--- config.mk ---
export PLATFORM = sky130hd
export DESIGN_NAME = mem_access
export DESIGN_NICKNAME = d
export VERILOG_FILES = /design/src/rtl/mem_access_pkg.sv /design/src/rtl/mem_lane_align.sv /design/src/rtl/mem_access.sv
export SDC_FILE = /design/constraint.sdc
export NUM_CORES = 1
export LEC_CHECK = 0
export BUFFER_PORTS_ARGS = -buffer_cell sky130_fd_sc_hd__clkbuf_2
export CORE_AREA = 4 4 139 108
export CTS_CLUSTER_DIAMETER = 200
export DETAILED_ROUTE_END_ITERATION = 12
export DIE_AREA = 0 0 143 112
export PLACE_DENSITY_LB_ADDON = 0.15
export SLEW_MARGIN = 20
export SYNTH_ARGS = -nofsm -noshare
export SYNTH_HDL_FRONTEND = slang
export SYNTH_SLANG_ARGS = --single-unit
--- constraint.sdc ---
create_clock -name clk -period 2 [get_ports clk]
set_input_delay 0.1 -clock clk [delete_from_list [all_inputs] [get_ports clk]]
set_output_delay 0.1 -clock clk [all_outputs]
set_load 0.02 [all_outputs]
--- src/rtl/mem_access_pkg.sv ---
// Shared types and constants for the mem_access load/store unit.
package mem_access_pkg;

    typedef enum logic [1:0] {
        ST_IDLE = 2'd0,
        ST_REQ  = 2'd1,
        ST_RESP = 2'd2,
        ST_DONE = 2'd3
    } state_t;

    localparam logic [2:0] F3_B  = 3'b000;
    localparam logic [2:0] F3_H  = 3'b001;
    localparam logic [2:0] F3_W  = 3'b010;
    localparam logic [2:0] F3_BU = 3'b100;
    localparam logic [2:0] F3_HU = 3'b101;

    localparam int TIMEOUT_DEFAULT = 64;

    localparam logic [3:0] BE_BYTE = 4'b0001;
    localparam logic [3:0] BE_HALF = 4'b0011;
    localparam logic [3:0] BE_WORD = 4'b1111;

    function automatic logic f3_legal(input logic [2:0] f3);
        case (f3)
            F3_B, F3_H, F3_W, F3_BU, F3_HU: f3_legal = 1'b1;
            default:                        f3_legal = 1'b0;
        endcase
    endfunction

    function automatic logic f3_misaligned(input logic [2:0] f3, input logic [1:0] off);
        case (f3)
            F3_H, F3_HU: f3_misaligned = off[0];
            F3_W:        f3_misaligned = (off != 2'b00);
            default:     f3_misaligned = 1'b0;
        endcase
    endfunction

endpackage

--- src/rtl/mem_lane_align.sv ---
// Byte-lane steering: store byte enables / replicated write data and load extract / extend.
module mem_lane_align
    import mem_access_pkg::*;
(
    input  logic [2:0]  funct3,
    input  logic [1:0]  offset,
    input  logic [31:0] store_data,
    input  logic [31:0] rdata,
    output logic [3:0]  be,
    output logic [31:0] wdata,
    output logic [31:0] ld_data
);

    logic [7:0]  byte_s;
    logic [15:0] half_s;

    // Lane selection, byte enables and sign/zero extension
    always_comb begin
        be      = 4'b0000;
        wdata   = 32'h0000_0000;
        ld_data = 32'h0000_0000;
        case (offset)
            2'd0:    byte_s = rdata[7:0];
            2'd1:    byte_s = rdata[15:8];
            2'd2:    byte_s = rdata[23:16];
            2'd3:    byte_s = rdata[31:24];
            default: byte_s = 8'h00;
        endcase
        if (offset[1]) begin
            half_s = rdata[31:16];
        end else begin
            half_s = rdata[15:0];
        end
        case (funct3)
            F3_B: begin
                be      = BE_BYTE << offset;
                wdata   = {4{store_data[7:0]}};
                ld_data = {{24{byte_s[7]}}, byte_s};
            end
            F3_BU: begin
                be      = BE_BYTE << offset;
                wdata   = {4{store_data[7:0]}};
                ld_data = {24'h00_0000, byte_s};
            end
            F3_H: begin
                be      = BE_HALF << {offset[1], 1'b0};
                wdata   = {2{store_data[15:0]}};
                ld_data = {{16{half_s[15]}}, half_s};
            end
            F3_HU: begin
                be      = BE_HALF << {offset[1], 1'b0};
                wdata   = {2{store_data[15:0]}};
                ld_data = {16'h0000, half_s};
            end
            F3_W: begin
                be      = BE_WORD;
                wdata   = store_data;
                ld_data = rdata;
            end
            default: begin
                be      = 4'b0000;
                wdata   = 32'h0000_0000;
                ld_data = 32'h0000_0000;
            end
        endcase
    end

endmodule

--- src/rtl/mem_access.sv ---
// Load/store unit bridging the core to a grant/response memory bus.
// Optional MEM_ACCESS_MISALIGN_CHK_EN turns misaligned H/W accesses into error completions.
module mem_access
    import mem_access_pkg::*;
#(
    parameter int TIMEOUT = TIMEOUT_DEFAULT
) (
    input  logic        clk,
    input  logic        rst_n,
    input  logic        load_en,
    input  logic        store_en,
    input  logic [2:0]  funct3,
    input  logic [31:0] addr,
    input  logic [31:0] store_data,
    output logic        stall,
    output logic        done,
    output logic        err,
    output logic [31:0] load_data,
    output logic        mem_req,
    output logic        mem_we,
    output logic [31:0] mem_addr,
    output logic [3:0]  mem_be,
    output logic [31:0] mem_wdata,
    input  logic        mem_gnt,
    input  logic        mem_rvalid,
    input  logic        mem_err,
    input  logic [31:0] mem_rdata
);

    state_t      state_r, state_s;
    logic [2:0]  funct3_r;
    logic [1:0]  off_r;
    logic        we_r;
    logic [7:0]  cnt_r;
    logic        done_r, err_r, mem_req_r, mem_we_r;
    logic [31:0] load_data_r, mem_addr_r, mem_wdata_r;
    logic [3:0]  mem_be_r;

    logic        req_s, bad_s, capture_s, we_s, timeout_s;
    logic        done_s, err_s;
    logic [31:0] ld_next_s;
    logic [8:0]  cnt_inc_s;
    logic [2:0]  sel_f3_s;
    logic [1:0]  sel_off_s;
    logic [3:0]  be_s;
    logic [31:0] wdata_s, ld_data_s;

    assign req_s = load_en | store_en;
`ifdef MEM_ACCESS_MISALIGN_CHK_EN
    assign bad_s = ~f3_legal(funct3) | f3_misaligned(funct3, addr[1:0]);
`else
    assign bad_s = ~f3_legal(funct3);
`endif
    assign capture_s = (state_r == ST_IDLE) & req_s & ~bad_s;
    assign we_s      = (state_r == ST_IDLE) ? store_en : we_r;
    assign cnt_inc_s = {1'b0, cnt_r} + 9'd1;
    assign timeout_s = (cnt_inc_s >= 9'(TIMEOUT));

    // Lane logic sees live inputs while idle, the captured access afterwards
    assign sel_f3_s  = (state_r == ST_IDLE) ? funct3 : funct3_r;
    assign sel_off_s = (state_r == ST_IDLE) ? addr[1:0] : off_r;

    mem_lane_align u_align (
        .funct3     (sel_f3_s),
        .offset     (sel_off_s),
        .store_data (store_data),
        .rdata      (mem_rdata),
        .be         (be_s),
        .wdata      (wdata_s),
        .ld_data    (ld_data_s)
    );

    // Next-state and completion decode
    always_comb begin
        state_s   = state_r;
        done_s    = 1'b0;
        err_s     = 1'b0;
        ld_next_s = 32'h0000_0000;
        case (state_r)
            ST_IDLE: begin
                if (req_s && bad_s) begin
                    state_s = ST_DONE;
                    done_s  = 1'b1;
                    err_s   = 1'b1;
                end else if (req_s) begin
                    state_s = ST_REQ;
                end else begin
                    state_s = ST_IDLE;
                end
            end
            ST_REQ: begin
                if (timeout_s) begin
                    state_s = ST_DONE;
                    done_s  = 1'b1;
                    err_s   = 1'b1;
                end else if (mem_gnt) begin
                    state_s = ST_RESP;
                end else begin
                    state_s = ST_REQ;
                end
            end
            ST_RESP: begin
                if (mem_rvalid) begin
                    state_s   = ST_DONE;
                    done_s    = 1'b1;
                    err_s     = mem_err;
                    ld_next_s = we_r ? 32'h0000_0000 : ld_data_s;
                end else if (timeout_s) begin
                    state_s = ST_DONE;
                    done_s  = 1'b1;
                    err_s   = 1'b1;
                end else begin
                    state_s = ST_RESP;
                end
            end
            ST_DONE: state_s = ST_IDLE;
            default: state_s = ST_IDLE;
        endcase
    end

    // State, registered outputs, captured access and timeout counter
    always_ff @(posedge clk or negedge rst_n) begin
        if (!rst_n) begin
            state_r     <= ST_IDLE;
            done_r      <= 1'b0;
            err_r       <= 1'b0;
            load_data_r <= 32'h0000_0000;
            mem_req_r   <= 1'b0;
            mem_we_r    <= 1'b0;
            mem_addr_r  <= 32'h0000_0000;
            mem_be_r    <= 4'b0000;
            mem_wdata_r <= 32'h0000_0000;
            funct3_r    <= 3'b000;
            off_r       <= 2'b00;
            we_r        <= 1'b0;
            cnt_r       <= 8'h00;
        end else begin
            state_r     <= state_s;
            done_r      <= done_s;
            err_r       <= err_s;
            load_data_r <= ld_next_s;
            mem_req_r   <= (state_s == ST_REQ);
            mem_we_r    <= (state_s == ST_REQ) & we_s;
            if (capture_s) begin
                mem_addr_r  <= {addr[31:2], 2'b00};
                mem_be_r    <= be_s;
                mem_wdata_r <= wdata_s;
                funct3_r    <= funct3;
                off_r       <= addr[1:0];
                we_r        <= store_en;
            end
            if (state_r == ST_IDLE) begin
                cnt_r <= 8'h00;
            end else if (((state_r == ST_REQ) || (state_r == ST_RESP)) && (cnt_r != 8'hFF)) begin
                cnt_r <= cnt_inc_s[7:0];
            end
        end
    end

    assign stall     = req_s & ~done_r;
    assign done      = done_r;
    assign err       = err_r;
    assign load_data = load_data_r;
    assign mem_req   = mem_req_r;
    assign mem_we    = mem_we_r;
    assign mem_addr  = mem_addr_r;
    assign mem_be    = mem_be_r;
    assign mem_wdata = mem_wdata_r;

endmodule

==> results.md, run 1 <==
- Status: finished with violations
- Failing checks: negative setup slack
- Power Density: 1600 nW/µm²
- Crit path kind: flip-flop to flip-flop
- Sw power: 5.53 mW
- Post-DR wirelength/cell: 18.0 µm
- DRT iter0 DRCs: 329
- DRC violations left: 0
- Most common cell after layout, fill and taps aside: clkbuf_2
- Power share of the sequential group: 27.3%
- Final number of max-transition violations: 0
- Syn_area_per_cell: 11.6 µm²
- Post-synthesis sequential area ratio: 54.9%
- Combinational power share: 51.1%
- RSZ-0062 raised after global routing: yes
- HPWL after DPL: 11.7 mm
- Final setup vio count: 8
- Post-synthesis cell type count: 57
- HP Start: store_data[31]
- Pin count of the biggest net entering global routing: 69
- WP data arrival: 2.35 ns
- Final Instance Area: 8610 µm²
- # IOs: 211
- Final period utilization: 102%
- Setup TNS: -0.121 ns
- Final Net Count: 908
- Crit path launch type: flip-flop
- Number of placement rows: 37
- Drt first pass iters: 8
- Worst min-delay path class: input pin to flip-flop
- Worst-path clk slew: 0.05 ns
- Antenna Nets Post-Route: 0
- Mapped Area: 5380 µm²
- Leakage power: 4.09 nW
- Crit Path Max Fanout: 8
- Power, Total: 13.8 mW
- DR WL met3: 1.46 mm
- Reg2Reg Depth: 8
- Post-layout util: 63.5%
- Final GP Congestion: 0.842
- Initial antenna violation count: 0
- Top routing layer in use: met4
- Flops & latches, synth: 118
- Vias per std cell: 5.24
- WL final: 17.7 mm
- Max transition margin: 62.0%
- Starting Density: 39.7%
- Insertion delay to the later sink of the worst-skew pair: 0.42 ns
- Layout cells sized above 1: 45.2%
- Hold Path Depth: 3
- WHS Endpoint: mem_wdata[31]
- DIE AREA: 16000 µm²
- Antenna diode count: 0
- Clock Power Share: 21.6%
- Max cap viols: 0
- Fmax: 0.489 GHz
- Chip height: 112 µm
- Worst setup EP type: flip-flop
- Tmin final: 2.05 ns
- Area delta synth->final: 60.1%
- Worst vdd ir: 0.977 mV
- Core area: 13600 µm²
- Total of warnings raised by yosys: 0
- Most frequent cells in the layout: clkbuf_2, dfrtp_1, dlygate4sd3_1, nor2_1, nand2_1
- Final Hold Viols: 0
- DRT met1 WL: 7.39 mm
- GRT Total Usage: 21.4%
- Net Sw Frac: 40.1%
- PortBufs: 208
- GR Overflow Total: 0
- Die W: 143 µm
- First-pass GRT wire length: 26.8 mm
- Worst R2R Setup Slack: -0.05 ns
- Maximum clock path buffer count: 2
- Vias post-DR: 5157
- CTS Buf Count: 17
- FF-to-FF End: load_data[4]
- CTS tree: done
- Worst path required time: 2.30 ns
- Root buf cell: clkbuf_16
- Post-Synthesis Cells: 465
- CTS sink count: 118
- Metal2 WL: 8.55 mm
- Clk_skew: 0.00585 ns
- Worst-margin pin slew: 0.554 ns
- Final worst setup slack: -0.0454 ns
- Placed cell area: 6820 µm²
- FFs w/ async S/R, synth: 100%
- EDFF count, synth: 0
- R2R Path Start: state_r[1]
- Via count of the first global-routing pass: 5232
- Internal power: 8.28 mW
- Most common flop cell mapped by yosys: dfrtp_1
- H-tree level count: 4
per-stage QoR:
| step | instances | setup WS [ns] | hold slack [ns] |
|---|---|---|---|
| 3_5_place_dp | 854 | -0.110 | 0.0349 |
| 5_1_grt | 984 | -0.124 | 0.0167 |
| 2_1_floorplan | 466 | 0.00634 | -0.196 |
| 4_1_cts | 976 | -0.0138 | 0.000882 |
| 3_3_place_gp | 854 | -0.0272 | 0.0296 |
| 6_report | 984 | -0.0454 | 0.0126 |
registers in the layout, indices dropped and copies added, names as in the netlist:
register	flops
done	1
mem_wdata	32
funct3_r	3
state_r	2
mem_be	4
we_r	1
err	1
off_r	2
cnt_r	8
mem_we	1
load_data	32
mem_addr	30
mem_req	1
cell usage after synthesis, types with 6 or more instances:
| cell type | count | area [µm²] |
|---|---|---|
| a21oi_1 | 35 | 175 |
| a222oi_1 | 8 | 80.1 |
| a22oi_1 | 17 | 128 |
| a31oi_1 | 29 | 181 |
| a32o_1 | 9 | 90.1 |
| buf_2 | 16 | 80.1 |
| clkbuf_1 | 9 | 33.8 |
| dfrtp_1 | 118 | 2950 |
| ha_1 | 6 | 75.1 |
| inv_1 | 7 | 26.3 |
| mux2_1 | 23 | 259 |
| mux2_2 | 20 | 225 |
| mux4_2 | 7 | 158 |
| nand2_1 | 37 | 139 |
| nand3_1 | 10 | 50.1 |
| nor2_1 | 44 | 165 |
power by group through the flow:
| stage | clock network (mW) | logic [mW] | registers, mW |
|---|---|---|---|
| 2_1_floorplan | 0 | 2.95 | 4.64 |
| 3_3_place_gp | 0 | 5.90 | 3.74 |
| 3_5_place_dp | 0 | 6.00 | 3.78 |
| 4_1_cts | 3.04 | 6.52 | 3.76 |
| 5_1_grt | 3.15 | 7.56 | 3.88 |
| 6_report | 2.99 | 7.06 | 3.77 |
what timing repair did:
item,CTS,global route
buffers inserted,9,4
endpoints found under the hold margin,103,1
resized for setup,18,34
gates cloned,2,3
endpoints found under the setup margin,35,52
hold buffers,79,1
pin swaps,12,14
area by class of cell:
class / instances / area (µm²)
clock buffers: 21 / 440
flip-flops and latches: 118 / 2950
repair buffers: 341 / 2400
multi-input cells: 310 / 2430
clock inverters: 11 / 133
well taps: 175 / 219
fillers: 1101 / 4950
inverters: 8 / 30.0
worst max-delay path by stage:
stage | slack [ns] | endpoint | depth (start not counted) | from
6_report | -0.05 | load_data[4] | 8 | state_r[1]
5_1_grt | -0.12 | load_data[4] | 8 | state_r[0]
4_1_cts | -0.01 | load_data[2] | 8 | state_r[1]
3_5_place_dp | -0.11 | load_data[14] | 9 | state_r[0]
3_3_place_gp | -0.03 | load_data[15] | 9 | state_r[0]
2_1_floorplan | 0.006 | mem_wdata[26] | 8 | state_r[0]
worst max-delay path: stages (launching register included):
cell and delay [ns]:
dfrtp_1 0.39, inv_2 0.08, ha_4 0.17, buf_6 0.11, nand2b_4 0.11, o22a_1 0.17, buf_12 0.15, mux4_2 0.52
a32o_1 0.23
routing by layer:
layer,up-vias,global-route usage [%]
li1,2375,-
met1,2531,27.5
met2,223,34.4
met3,28,6.31
met4,0,7.66
met5,-,0
kinds of logic (layout without fill, tap and decap cells):
family	after synthesis	after routing	synth area share [%]
other	1	2	0.0697
multiplexers	54	54	12.8
buffers and inverters	41	381	4.14
AO/OA/AOI/OAI	125	126	16.2
adder cells (fa/ha/maj)	6	6	1.40
AND/OR/NAND/NOR	113	115	9.37
XOR/XNOR	7	7	1.14
flip-flops	118	118	54.9
Note: power is estimated with default switching activity, not from simulation.
==> run 2, diff against run 1 <==
--- a/config.mk
+++ b/config.mk
@@ -5,11 +5,12 @@
 export SDC_FILE = /design/constraint.sdc
 export NUM_CORES = 1
 export LEC_CHECK = 0
+export ABC_AREA = 1
 export BUFFER_PORTS_ARGS = -buffer_cell sky130_fd_sc_hd__clkbuf_2
-export CORE_AREA = 4 4 139 108
+export CORE_AREA = 4 4 142 110
 export CTS_CLUSTER_DIAMETER = 200
 export DETAILED_ROUTE_END_ITERATION = 12
-export DIE_AREA = 0 0 143 112
+export DIE_AREA = 0 0 146 114
 export PLACE_DENSITY_LB_ADDON = 0.15
 export SLEW_MARGIN = 20
 export SYNTH_ARGS = -nofsm -noshare
==> run 2 against run 1 <==
  * The flow finishes with violations (negative hold slack)
  * Register-to-register slack better by 0.16 ns
  * Synthesized cell count rose by 42%
  * Design area fell by 2.5%
  * Core utilization down 4.4 points
  * First-iteration DRC count rose by 20%
  * Setup slack gained 0.16 ns
  * Die area up 3.9%
  * Flip-flop and latch count unchanged
  * Via count is 8.5% higher
  * Sequential share of layout area is 0.88 points higher
  * Routed wire length is 1.1% higher
  * Critical endpoint is now load_data[1]
  * Largest power group unchanged
==> results.md, run 2 <==
- Status: finished with violations
- Failing checks: negative hold slack
- Mapped Area: 5570 µm²
- Pin count of the biggest net entering global routing: 54
- Final setup vio count: 0
- Reg2Reg Depth: 11
- Worst setup EP type: flip-flop
- Initial antenna violation count: 0
- Area delta synth->final: 50.8%
- WHS Endpoint: err
- Placed cell area: 6970 µm²
- Die W: 146 µm
- Final Net Count: 1070
- Most common cell in the synthesized netlist: nand2_1
- Slowest CP cell: dfrtp_1
- Antenna Nets Post-Route: 0
- Worst R2R Setup Slack: 0.12 ns
- Fmax: 0.531 GHz
- GR Overflow Total: 0
- HP Start: mem_err
- Chip height: 114 µm
- Number of placement rows: 38
- Top post-synthesis cells by area: dfrtp_1, nand2_1, a21oi_1
- # IOs: 211
- Post-synthesis cell type count: 43
- Placed cell count: 1048
- Clk_skew: 0.0102 ns
- Most common flop cell mapped by yosys: dfrtp_1
- Largest area contributor in the netlist: dfrtp_1
- Family with the most delay on the worst path: simple AND/OR/NAND/NOR gates
- Crit Path Max Fanout: 8
- Syn_area_per_cell: 8.41 µm²
- Tmin final: 1.88 ns
- Post-synthesis sequential area ratio: 53.0%
- DIE AREA: 16600 µm²
- WP data arrival: 2.18 ns
- Final GP Congestion: 0.893
- First-pass GRT wire length: 29.0 mm
- GRT Total Usage: 21.7%
- Sequential cell area: 2950 µm²
- Final period utilization: 94.2%
- Worst Setup SP: state_r[1]
- Leakage power: 4.44 nW
- Via count of the first global-routing pass: 5712
- Non-filler instance count after layout: 1151
- Power Density: 1610 nW/µm²
- Most frequent cells in the layout: nand2_1, clkbuf_2, dfrtp_1, dlygate4sd3_1, a21oi_1
- Insertion delay to the later sink of the worst-skew pair: 0.42 ns
- Total of warnings raised by yosys: 0
- CTS Buf Count: 17
- Most common cell after layout, fill and taps aside: nand2_1
- Root buf cell: clkbuf_16
- WL final: 17.9 mm
- FFs w/ async S/R, synth: 100%
- H-tree level count: 4
- Drt first pass iters: 5
- Post-synth top area share: 53.0%
- Worst path required time: 2.29 ns
- Starting Density: 39.2%
- Vias per std cell: 4.86
- Final Instance Area: 8400 µm²
- Flops & latches, synth: 118
- Worst-margin pin slew: 0.692 ns
- Antenna diode count: 0
- Hold Path Depth: 3
- R2R Path Start: state_r[1]
- Worst min-delay path class: input pin to flip-flop
- FF-to-FF End: load_data[1]
- Crit path kind: flip-flop to flip-flop
- Final number of max-transition violations: 0
- Filler Cell Count: 1217
- Maximum clock path buffer count: 2
- CTS sink count: 118
- Worst vdd ir: 0.708 mV
- Buffers plus inverters on the worst setup path: 3
- Post-DR wirelength/cell: 15.6 µm
- DRC violations left: 0
- DRT iter0 DRCs: 394
- Final Hold Slack: -0.00311 ns
- Max cap viols: 0
- Commonest cells post-synth: nand2_1, dfrtp_1, a21oi_1
- Final Hold Viols: 1
- Critical path's largest stage delay: 0.37 ns
- CTS tree: done
- Setup TNS: 0 ns
- CP Cell Sequence: inv_1 > ha_4 > buf_6 > nand2_2 > nand2_2 > buf_4 > nor2_1 > a21oi_1 > nand2_1 > nand3_1 > a21oi_1
- HPWL after DPL: 12.5 mm
- Crit path launch type: flip-flop
- Vias post-DR: 5597
- PortBufs: 208
- Area taken by multi-input logic gates: 2270 µm²
- Core area: 14200 µm²
- Post-Synthesis Cells: 662
- Worst-path clk slew: 0.06 ns
- EDFF count, synth: 0
- Layout cells sized above 1: 33.1%
- Max transition margin: 53.8%
[run 2: cell types whose count changed after synthesis, moves of 7 or more]
cell / previous run / this run
nand2_1: 37 / 215
a21oi_1: 35 / 69
inv_1: 7 / 39
a31oi_1: 29 / 3
o21ai_0: 3 / 29
mux2_1: 23 / 0
mux2_2: 20 / 0
nand3_1: 10 / 23
a32o_1: 9 / 0
o21ai_1: 2 / 11
a222oi_1: 8 / 0
a22oi_1: 17 / 9
mux4_2: 7 / 0
o211ai_1: 1 / 8
[run 2: final cells by class]
type | instances | share of cell area [%]
flip-flops and latches | 118 | 35.2
multi-input cells | 461 | 27.1
repair buffers | 311 | 25.1
clock buffers | 19 | 5.27
well taps | 180 | 2.68
clock inverters | 13 | 2.32
inverters | 49 | 2.32
[run 2: logic make-up (layout without fill, tap and decap cells)]
| kind of cell | Yosys count | count (layout) | synth area share [%] |
|---|---|---|---|
| other | 1 | 2 | 0.0674 |
| DFF | 118 | 118 | 53.0 |
| adders and majority gates | 6 | 6 | 1.35 |
| AOI/OAI and AO/OA | 146 | 146 | 15.0 |
| buffers and inverters | 84 | 392 | 7.39 |
| xor gates and xnor gates | 1 | 1 | 0.157 |
| muxes | 1 | 1 | 0.180 |
| and+or+nand+nor | 305 | 305 | 22.9 |
[run 2: worst max path at each step]
stage          cells after the start            end
3_3_place_gp                      11   load_data[1]
3_5_place_dp                      11   load_data[3]
6_report                          11   load_data[1]
5_1_grt                           11   load_data[8]
2_1_floorplan                     12  load_data[21]
4_1_cts                           12   load_data[8]
[run 2: repair_timing]
| action | CTS | global route |
|---|---|---|
| setup buffers | 0 | 0 |
| gates resized for setup | 1 | 22 |
| hold endpoints to repair | 118 | 0 |
| setup endpoints to repair | 7 | 54 |
| hold buffers | 71 | 0 |
[run 2: report_power, final]
group | leakage [nW] | internal (mW) | total, mW | switching (mW)
Clock | 0.300 | 2.13 | 3.30 | 1.17
Sequential | 1.54 | 3.17 | 3.61 | 0.436
Combinational | 2.60 | 2.35 | 6.60 | 4.24
[run 2: worst min-delay path: stages]
cell	delay (ns)
clkbuf_2	0.08
nor3_1	0.04
nor3_1	0.12
[run 2: layer usage]
layer / vias up / routed length [µm] / GRT usage, %
met2: 233 / 8060 / 33.3
met4: 0 / 236 / 5.70
met1: 2595 / 8340 / 30.3
li1: 2750 / - / -
met5: - / 0 / 0
met3: 19 / 1270 / 6.55
[run 2: per-stage QoR]
stage	setup slack, ns	utilization (%)	total power [mW]
finish	0.116	59.1	13.5
floorplan	0.148	-	7.69
global route	-0.0188	59.1	14.4
CTS	0.00370	58.6	13.4
detailed placement	-0.0178	49.1	9.92
global placement	0.0715	49.1	9.80
==> run 3, diff against run 2 <==
--- a/config.mk
+++ b/config.mk
@@ -11,7 +11,7 @@
 export CTS_CLUSTER_DIAMETER = 200
 export DETAILED_ROUTE_END_ITERATION = 12
 export DIE_AREA = 0 0 146 114
-export PLACE_DENSITY_LB_ADDON = 0.15
+export PLACE_DENSITY_LB_ADDON = 0.1
 export SLEW_MARGIN = 20
 export SYNTH_ARGS = -nofsm -noshare
 export SYNTH_HDL_FRONTEND = slang
==> run 3 against run 2 <==
  * Core utilization rose by 0.55 points
  * The run now ends clean
  * First-iteration DRC count grew 2.3%
  * Count of clock-buffer cells in the layout up 2
  * Clock skew barely moved
  * Clock power rose by 5%
  * Non-clock buffer count grew 4
  * Register-to-register slack about the same
  * Critical endpoint is now load_data[8]
  * Die area stayed put
==> results.md, run 3 (synthesized netlist as in run 2, its figures left out) <==
- Max cap viols: 0
- Power share of the sequential group: 26.2%
- Fmax: 0.533 GHz
- GRT Total Usage: 22.1%
- Layout cells sized above 1: 31.8%
- Placed cell count: 1048
- Worst min-delay path class: input pin to flip-flop
- Family with the most delay on the worst path: simple AND/OR/NAND/NOR gates
- CTS sink count: 118
- Antenna Nets Post-Route: 0
- Starting Density: 39.2%
- Via count of the first global-routing pass: 5718
- RSZ-0062 raised after global routing: no
- Maximum clock path buffer count: 2
- Worst setup EP type: flip-flop
- Combinational power share: 48.6%
- WL final: 18.1 mm
- Crit path kind: flip-flop to flip-flop
- Internal power: 7.99 mW
- First-pass GRT wire length: 29.3 mm
- Leakage power: 4.49 nW
- Net Sw Frac: 42.0%
- Vias post-DR: 5623
- Final Hold Viols: 0
- Drt first pass iters: 5
- H-tree level count: 4
- Final number of max-transition violations: 0
- PortBufs: 208
- CTS Buf Count: 17
- Clk_skew: 0.0103 ns
- Tmin final: 1.88 ns
- Worst-path clk slew: 0.05 ns
- Root buf cell: clkbuf_16
- Most frequent cells in the layout: nand2_1, clkbuf_2, dfrtp_1, dlygate4sd3_1, a21oi_1
- CTS tree: done
- Most common cell after layout, fill and taps aside: nand2_1
- HPWL after DPL: 12.6 mm
- Area delta synth->final: 52.2%
- Non-filler instance count after layout: 1155
- Final period utilization: 93.8%
- Die W: 146 µm
- Clock Power Share: 25.3%
- Sw power: 5.78 mW
- WP data arrival: 2.20 ns
- Number of placement rows: 38
- Most frequent CP cell: nand2_1
- Initial antenna violation count: 0
- DRT iter0 DRCs: 403
- Crit path launch type: flip-flop
- Power Density: 1620 nW/µm²
- Buffers plus inverters on the worst setup path: 4
- Crit Path Max Fanout: 24
- Final setup vio count: 0
- DIE AREA: 16600 µm²
- GR Overflow Total: 0
- Critical path's largest stage delay: 0.37 ns
- Final GP Congestion: 0.859
- Worst vdd ir: 0.860 mV
- Post-layout util: 59.6%
- Post-DR wirelength/cell: 15.7 µm
- DRC violations left: 0
- Setup TNS: 0 ns
- # IOs: 211
- Insertion delay to the later sink of the worst-skew pair: 0.42 ns
- Pin count of the biggest net entering global routing: 78
- Slowest CP cell: dfrtp_1
- Status: complete, no violations
- Vias per std cell: 4.87
- CP Cell Sequence: inv_1 > ha_4 > buf_6 > nand2_1 > nand2_2 > inv_2 > nor2_1 > nand2_1 > nand3_2 > nand4_4 > buf_12 > a21oi_1
- Chip height: 114 µm
- Antenna diode count: 0
- Worst path required time: 2.33 ns
- Final Net Count: 1074
- Core area: 14200 µm²
run 3: worst reg2reg max path, delay by kind of cell (launching register included):
family	cells	cell delay [ns]
compound gates	1	0.18
fa+ha+maj	1	0.17
buf+inv	4	0.50
flops	1	0.37
simple gates	6	0.59
run 3: layout make-up:
| cell class | count | area (µm²) |
|---|---|---|
| Clock buffer | 21 | 450 |
| Clock inverter | 11 | 223 |
| Fill cell | 1237 | 5740 |
| Inverter | 49 | 194 |
| Multi-Input combinational cell | 461 | 2240 |
| Sequential cell | 118 | 2950 |
| Tap cell | 180 | 225 |
| Timing Repair Buffer | 315 | 2190 |
run 3: power by group through the flow:
stage	Clock [mW]	Combinational [mW]	Sequential (mW)
after floorplan	0	3.28	4.41
after global placement	0	6.36	3.59
after detailed placement	0	6.44	3.62
after CTS	3.54	6.58	3.60
after global routing	3.66	7.34	3.69
final	3.48	6.69	3.60
run 3: routing by layer:
| metal | GRT usage, % | up-vias | part of all wire [%] |
|---|---|---|---|
| li1 | - | 2747 | - |
| met2 | 34.0 | 244 | 45 |
| met3 | 6.27 | 16 | 8.3 |
| met1 | 30.6 | 2616 | 46 |
| met5 | 0 | - | 0 |
| met4 | 6.95 | 0 | 1.1 |
run 3: what timing repair did:
item                                    in CTS  in global routing
hold endpoints to repair                   191                  0
gates resized for setup                      0                 11
hold buffers                                74                  0
setup buffers                                0                  1
endpoints found under the setup margin       0                 49
run 3: per-stage QoR:
step | setup slack (ns) | power [mW] | instance area (µm²) | hold slack (ns)
4_1_cts | 0.0384 | 13.7 | 8430 | 0.00172
3_5_place_dp | 0.0698 | 10.1 | 7010 | 0.107
2_1_floorplan | 0.148 | 7.69 | 5570 | -0.196
3_3_place_gp | 0.0912 | 9.95 | 7010 | 0.108
6_report | 0.124 | 13.8 | 8480 | 0.000965
5_1_grt | 0.000593 | 14.7 | 8480 | 0.0225
run 3: final timing paths:
check                             start       endpoint  slack (ns)  cells past startpoint
setup reg to reg             state_r[1]   load_data[8]        0.12                     12
hold / removal                  mem_err            err       0.001                      3
min in group asynchronous         rst_n  load_data[17]        0.22                      3
hold reg to reg            mem_wdata[7]   mem_wdata[7]        0.47                      2
setup / recovery             state_r[1]   load_data[8]        0.12                     12
max in group asynchronous         rst_n        mem_req        1.37                      3
